### config.mk
export PLATFORM = sky130hd
export DESIGN_NAME = axi_mem_arbiter
export DESIGN_NICKNAME = d
export VERILOG_FILES = /design/src/rtl/axi_mem_arbiter.sv
export SDC_FILE = /design/constraint.sdc
export NUM_CORES = 1
export LEC_CHECK = 0
export BUFFER_PORTS_ARGS = -buffer_cell sky130_fd_sc_hd__buf_2
export CELL_PAD_IN_SITES_DETAIL_PLACEMENT = 0
export CELL_PAD_IN_SITES_GLOBAL_PLACEMENT = 1
export CORE_AREA = 8 8 200 202
export DETAILED_ROUTE_END_ITERATION = 16
export DIE_AREA = 0 0 208 210
export PLACE_DENSITY = 0.57
export SETUP_SLACK_MARGIN = 0.5
export SYNTH_ARGS = -nofsm -noshare
export SYNTH_HDL_FRONTEND = slang
export SYNTH_SLANG_ARGS = --single-unit
### constraint.sdc
create_clock -name clk -period 4 [get_ports clk]
set_clock_uncertainty 0.15 [all_clocks]
set_input_delay 1 -clock clk [delete_from_list [all_inputs] [get_ports clk]]
set_output_delay 1 -clock clk [all_outputs]
set_load 0.05 [all_outputs]
### src/rtl/axi_mem_arbiter.sv
// Two-master AXI-lite arbiter (IFU fetch, LSU load/store) onto one memory port, one transaction in flight.
// Define ARB_ROUND_ROBIN_EN for round-robin IFU/LSU arbitration; the default is fixed LSU priority.
module axi_mem_arbiter #(
    parameter int ADDR_W = 32,
    parameter int DATA_W = 64
) (
    input  logic                  clk,
    input  logic                  rst,

    input  logic                  ifu_arvalid,
    input  logic [ADDR_W-1:0]     ifu_araddr,
    output logic                  ifu_arready,
    output logic                  ifu_rvalid,
    output logic [DATA_W-1:0]     ifu_rdata,
    output logic [1:0]            ifu_rresp,
    input  logic                  ifu_rready,

    input  logic                  lsu_arvalid,
    input  logic [ADDR_W-1:0]     lsu_araddr,
    output logic                  lsu_arready,
    output logic                  lsu_rvalid,
    output logic [DATA_W-1:0]     lsu_rdata,
    output logic [1:0]            lsu_rresp,
    input  logic                  lsu_rready,
    input  logic                  lsu_awvalid,
    input  logic [ADDR_W-1:0]     lsu_awaddr,
    output logic                  lsu_awready,
    input  logic                  lsu_wvalid,
    input  logic [DATA_W-1:0]     lsu_wdata,
    input  logic [DATA_W/8-1:0]   lsu_wstrb,
    output logic                  lsu_wready,
    output logic                  lsu_bvalid,
    output logic [1:0]            lsu_bresp,
    input  logic                  lsu_bready,

    output logic                  m_arvalid,
    output logic [ADDR_W-1:0]     m_araddr,
    input  logic                  m_arready,
    input  logic                  m_rvalid,
    input  logic [DATA_W-1:0]     m_rdata,
    input  logic [1:0]            m_rresp,
    output logic                  m_rready,
    output logic                  m_awvalid,
    output logic [ADDR_W-1:0]     m_awaddr,
    input  logic                  m_awready,
    output logic                  m_wvalid,
    output logic [DATA_W-1:0]     m_wdata,
    output logic [DATA_W/8-1:0]   m_wstrb,
    input  logic                  m_wready,
    input  logic                  m_bvalid,
    input  logic [1:0]            m_bresp,
    output logic                  m_bready,

    output logic                  busy
);

    typedef enum logic [2:0] {IDLE, RD_ADDR, RD_DATA, WR_REQ, WR_RESP} state_t;
    typedef enum logic {GNT_IFU, GNT_LSU} grant_t;

    state_t r_state, w_state_nxt;
    grant_t r_grant, w_grant_nxt, r_last_grant;
    logic   r_aw_done, r_w_done, w_aw_done_nxt, w_w_done_nxt;
    logic   w_ifu_req, w_lsu_wr, w_lsu_req, w_lsu_wins, w_leave_idle;
    logic   w_rd_addr, w_rd_data, w_wr_req, w_wr_resp, w_gnt_lsu;

    assign w_ifu_req = ifu_arvalid;
    assign w_lsu_wr  = lsu_awvalid & lsu_wvalid;
    assign w_lsu_req = w_lsu_wr | lsu_arvalid;

`ifdef ARB_ROUND_ROBIN_EN
    // On contention the master that did not win last time goes first.
    assign w_lsu_wins = w_lsu_req & (~w_ifu_req | (r_last_grant == GNT_IFU));
`else
    assign w_lsu_wins = w_lsu_req;
`endif

    always_comb begin
        w_state_nxt   = r_state;
        w_grant_nxt   = r_grant;
        w_aw_done_nxt = r_aw_done;
        w_w_done_nxt  = r_w_done;
        case (r_state)
            IDLE: begin
                if (w_lsu_wins) begin
                    w_grant_nxt = GNT_LSU;
                    w_state_nxt = w_lsu_wr ? WR_REQ : RD_ADDR;
                end else if (w_ifu_req) begin
                    w_grant_nxt = GNT_IFU;
                    w_state_nxt = RD_ADDR;
                end
            end
            RD_ADDR: if (m_arvalid & m_arready) w_state_nxt = RD_DATA;
            RD_DATA: if (m_rvalid & m_rready)   w_state_nxt = IDLE;
            WR_REQ: begin
                w_aw_done_nxt = r_aw_done | (m_awvalid & m_awready);
                w_w_done_nxt  = r_w_done  | (m_wvalid  & m_wready);
                if (w_aw_done_nxt & w_w_done_nxt) begin
                    w_state_nxt   = WR_RESP;
                    w_aw_done_nxt = 1'b0;
                    w_w_done_nxt  = 1'b0;
                end
            end
            WR_RESP: if (m_bvalid & m_bready)   w_state_nxt = IDLE;
            default: w_state_nxt = IDLE;
        endcase
    end

    assign w_leave_idle = (r_state == IDLE) && (w_state_nxt != IDLE);

    // NOTE: state registers use non-blocking assignments so every flop samples pre-edge values.
    always_ff @(posedge clk) begin
        if (rst) begin
            r_state      <= IDLE;
            r_grant      <= GNT_IFU;
            r_last_grant <= GNT_IFU;
            r_aw_done    <= 1'b0;
            r_w_done     <= 1'b0;
        end else begin
            r_state      <= w_state_nxt;
            r_grant      <= w_grant_nxt;
            r_last_grant <= w_leave_idle ? w_grant_nxt : r_last_grant;
            r_aw_done    <= w_aw_done_nxt;
            r_w_done     <= w_w_done_nxt;
        end
    end

    assign w_rd_addr = (r_state == RD_ADDR);
    assign w_rd_data = (r_state == RD_DATA);
    assign w_wr_req  = (r_state == WR_REQ);
    assign w_wr_resp = (r_state == WR_RESP);
    assign w_gnt_lsu = (r_grant == GNT_LSU);

    // Read address/data: everything is gated so the idle master sees zeros.
    assign m_arvalid   = w_rd_addr;
    assign m_araddr    = !w_rd_addr ? '0 : (w_gnt_lsu ? lsu_araddr : ifu_araddr);
    assign ifu_arready = w_rd_addr & ~w_gnt_lsu & m_arready;
    assign lsu_arready = w_rd_addr &  w_gnt_lsu & m_arready;

    assign m_rready    = w_rd_data & (w_gnt_lsu ? lsu_rready : ifu_rready);
    assign ifu_rvalid  = w_rd_data & ~w_gnt_lsu & m_rvalid;
    assign ifu_rdata   = (w_rd_data & ~w_gnt_lsu) ? m_rdata : '0;
    assign ifu_rresp   = (w_rd_data & ~w_gnt_lsu) ? m_rresp : '0;
    assign lsu_rvalid  = w_rd_data &  w_gnt_lsu & m_rvalid;
    assign lsu_rdata   = (w_rd_data &  w_gnt_lsu) ? m_rdata : '0;
    assign lsu_rresp   = (w_rd_data &  w_gnt_lsu) ? m_rresp : '0;

    // Writes only ever come from the LSU; AW and W complete independently.
    assign m_awvalid   = w_wr_req & ~r_aw_done;
    assign m_awaddr    = w_wr_req ? lsu_awaddr : '0;
    assign lsu_awready = m_awvalid & m_awready;
    assign m_wvalid    = w_wr_req & ~r_w_done;
    assign m_wdata     = w_wr_req ? lsu_wdata : '0;
    assign m_wstrb     = w_wr_req ? lsu_wstrb : '0;
    assign lsu_wready  = m_wvalid & m_wready;

    assign m_bready    = w_wr_resp & lsu_bready;
    assign lsu_bvalid  = w_wr_resp & m_bvalid;
    assign lsu_bresp   = w_wr_resp ? m_bresp : '0;

    assign busy        = (r_state != IDLE);

endmodule
==> summary.txt <==
Outcome
  – Outcome: complete, no violations

Hold path
  – Worst Hold Depth: 2
  – Hold Crit Class: flip-flop to flip-flop
  – Hold worst-path end: r_aw_done$_SDFFE_PP0N_
  – HP Start: r_aw_done$_SDFFE_PP0N_

CTS
  – Buffer levels on the longest clock path: 2
  – Clock Pin Slew Worst Setup and Hold Paths: 0.04 ns
  – Cts bufs inserted: 3
  – CTS root buffer: clkbuf_16
  – Postcts setup bufs: 0
  – # H-tree levels: 1
  – CTS tree: done
  – Clk_lat worst skew: 0.23 ns
  – Clock Sink Count: 6

Setup path
  – Crit end category: output port
  – Crit path DAT: 2.21 ns
  – Max Fanout on Critical Path: 18
  – Setup Crit Path Kind: flip-flop to output port
  – Worst reg-to-reg path cell count: 4
  – Setup slack, reg-to-reg: 1.66 ns
  – Reg2reg start: r_grant$_SDFFE_PP0P_
  – Critical Path Source Type: flip-flop
  – WP data required: 2.85 ns
  – Reg-to-Reg End: r_state[1]$_SDFFE_PP0P_

Global routing
  – GRT Resource Usage Total: 8.31%
  – Vias in the first global route: 4662
  – Initial antenna violation count: 0
  – Global Route met3 Usage: 3.27%
  – Total congestion overflow: 0
  – Met1 usage: 8.57%
  – Met2 Usage GRT: 15.6%
  – First-pass GRT wire length: 28500 um
  – Largest net degree at the start of global routing: 68
  – Grt peak-use layer: met2

Logic synthesis
  – Syn Inst Count: 399
  – Unique masters post-synth: 33
  – Synth area leaders: and2_1 (58%), mux2i_1 (12%), nor2_1 (5.5%)
  – Mapped cell area: 2650 sq um
  – Post-synthesis sequential area ratio: 4.54%
  – Top cell type by total area after synthesis: and2_1
  – Synthesized flop and latch total: 6
  – Most common cell in the netlist: and2_1
  – Post-Syn Nets: 649
  – Async S/R FF share, synth: 0%
  – Main flop type after synthesis: dfxtp_1
  – Warnings, synthesis: 0
  – Synth top area share: 57.7%
  – Post-synth top cells: and2_1 (244), nor2_1 (39), mux2i_1 (33), clkbuf_1 (10), buf_2 (8)
  – Number of flops mapped to enable cells by yosys: 0
  – Average cell area after synthesis: 6.63 sq um

Floorplanning
  – Die extent in y: 210 um
  – Die Wd: 208 um
  – Starting density of the core: 7.16%
  – Io pins: 533
  – Total Die Area: 43700 sq um
  – FP Rows: 71
  – Core area: 37000 sq um

Flow run
  – Max Cap Viol: 0

Route
  – DR vias: 4482
  – Wire per inst: 14.8 um
  – Antenna-violating nets left: 0
  – DR DRC count: 0
  – DRT iter0 DRCs: 218
  – DR pass1 iterations: 4
  – Vias/cell: 3.25
  – Final wirelength: 20400 um

Pwr
  – Max rail drop VDD: 0.107 mV
  – Gate power share: 85.6%
  – Seq pwr share: 5.1%
  – Cell Int Power: 0.597 mW
  – Clk pwr share: 9.3%
  – Total power per unit cell area: 306 nW/um^2
  – Power Total: 1.78 mW
  – Pleak: 3.65 nW
  – Sw Ratio: 66.4%
  – Psw: 1.18 mW

Placement
  – Cells after DPL: 1376
  – DP HPWL: 18500 um
  – DP Area: 5720 sq um
  – Buffers on Ports: 532
  – Setup slack at placement: 0.805 ns
  – GPL Wtd Cong: 0.815

Timing
  – Max Slew Vio Count: 0
  – TNS Setup: 0 ns
  – Final setup violating endpoints: 0
  – Unrepaired setup endpoints after global routing: true
  – WHS: 0.387 ns
  – Slew HR: 64.7%
  – Final cycle utilization of the critical path: 84.0%
  – Hold Fails Final Rpt: 0
  – Post-route minimum period: 3.36 ns
  – Slew @ Worst Pin: 0.529 ns
  – Worst setup margin: 0.638 ns
  – Max Fclk: 0.297 GHz

Finish
  – Area added between synthesis and finish: 119%
  – Diodes inserted: 0
  – Final #Nets: 1157
  – Fin cells: 1379
  – Proportion of layout cells with a drive suffix above 1: 60.9%
  – Final instance area: 5800 sq um
  – Final core occ: 15.7%
==> sequential cells by signal, indices dropped and copies added, names as in the netlist <==
signal     count
r_aw_done      1
r_grant        1
r_state        3
r_w_done       1
==> power by group through the flow <==
stage	clock network [mW]	registers, mW	logic, mW
final	0.165	0.0911	1.52
after detailed placement	0	0.0918	1.54
after CTS	0.167	0.0908	1.54
after global routing	0.170	0.0946	1.60
after global placement	0	0.0913	1.54
after floorplan	0	0.0724	1.16
==> worst max-delay path by stage <==
| stage | cells after the start | startpoint | slack, ns | endpoint |
|---|---|---|---|---|
| 2_1_floorplan | 4 | r_state[1]$_SDFFE_PP0P_ | 0.98 | lsu_awready |
| 6_report | 5 | r_state[0]$_SDFFE_PP0P_ | 0.64 | m_araddr[4] |
| 3_5_place_dp | 5 | r_state[1]$_SDFFE_PP0P_ | 0.81 | lsu_rdata[62] |
| 4_1_cts | 5 | r_state[1]$_SDFFE_PP0P_ | 0.57 | lsu_rdata[62] |
| 3_3_place_gp | 5 | r_state[1]$_SDFFE_PP0P_ | 0.81 | lsu_rdata[62] |
| 5_1_grt | 5 | r_state[0]$_SDFFE_PP0P_ | 0.49 | m_araddr[4] |
==> critical path: stages, from the launching register on <==
cell and delay [ns]:
dfxtp_1 0.54, inv_2 0.06, or3_2 0.67, buf_4 0.29, nor2_1 0.13, buf_2 0.28
==> final cells by class <==
class	instances	area, sq um
Inverter	5	18.8
Timing Repair Buffer	539	2740
Tap cell	474	593
Multi-Input combinational cell	352	2250
Fill cell	4282	31200
Clock buffer	3	75.1
Sequential cell	6	121
==> metal layers <==
metal  part of all wire [%]  routed length, um
met1                     36               7330
met2                     51              10400
met3                     11               2220
met4                    2.3                470
met5                      0                  0
==> placed cells by master, fill, tap and decap left out, drive strengths merged <==
cell     instances
buf            539
or3              3
o221ai           1
a21oi            7
a2111o           1
and3             2
mux2i           33
and3b            1
o22ai            1
nor3b            1
nor3             2
inv              5
a2111oi          1
nor2            41
and2           244
o211ai           1
clkbuf           3
dfxtp            6
a211oi           2
a2bb2oi          1
nand2            3
o21ai            1
or3b             1
nand3b           1
nand2b           2
or2              2
==> repair_timing <==
action,4_1_cts,5_1_grt
hold buffers,0,0
resized for setup,0,3
setup endpoints to repair,0,77
==> cells by family after synthesis <==
logic type      synth area share (%)
buf+inv                         10.6
flops                           4.54
mux                             12.5
simple gates                    68.4
compound gates                  4.02
Note: power is estimated with default switching activity, not from simulation.
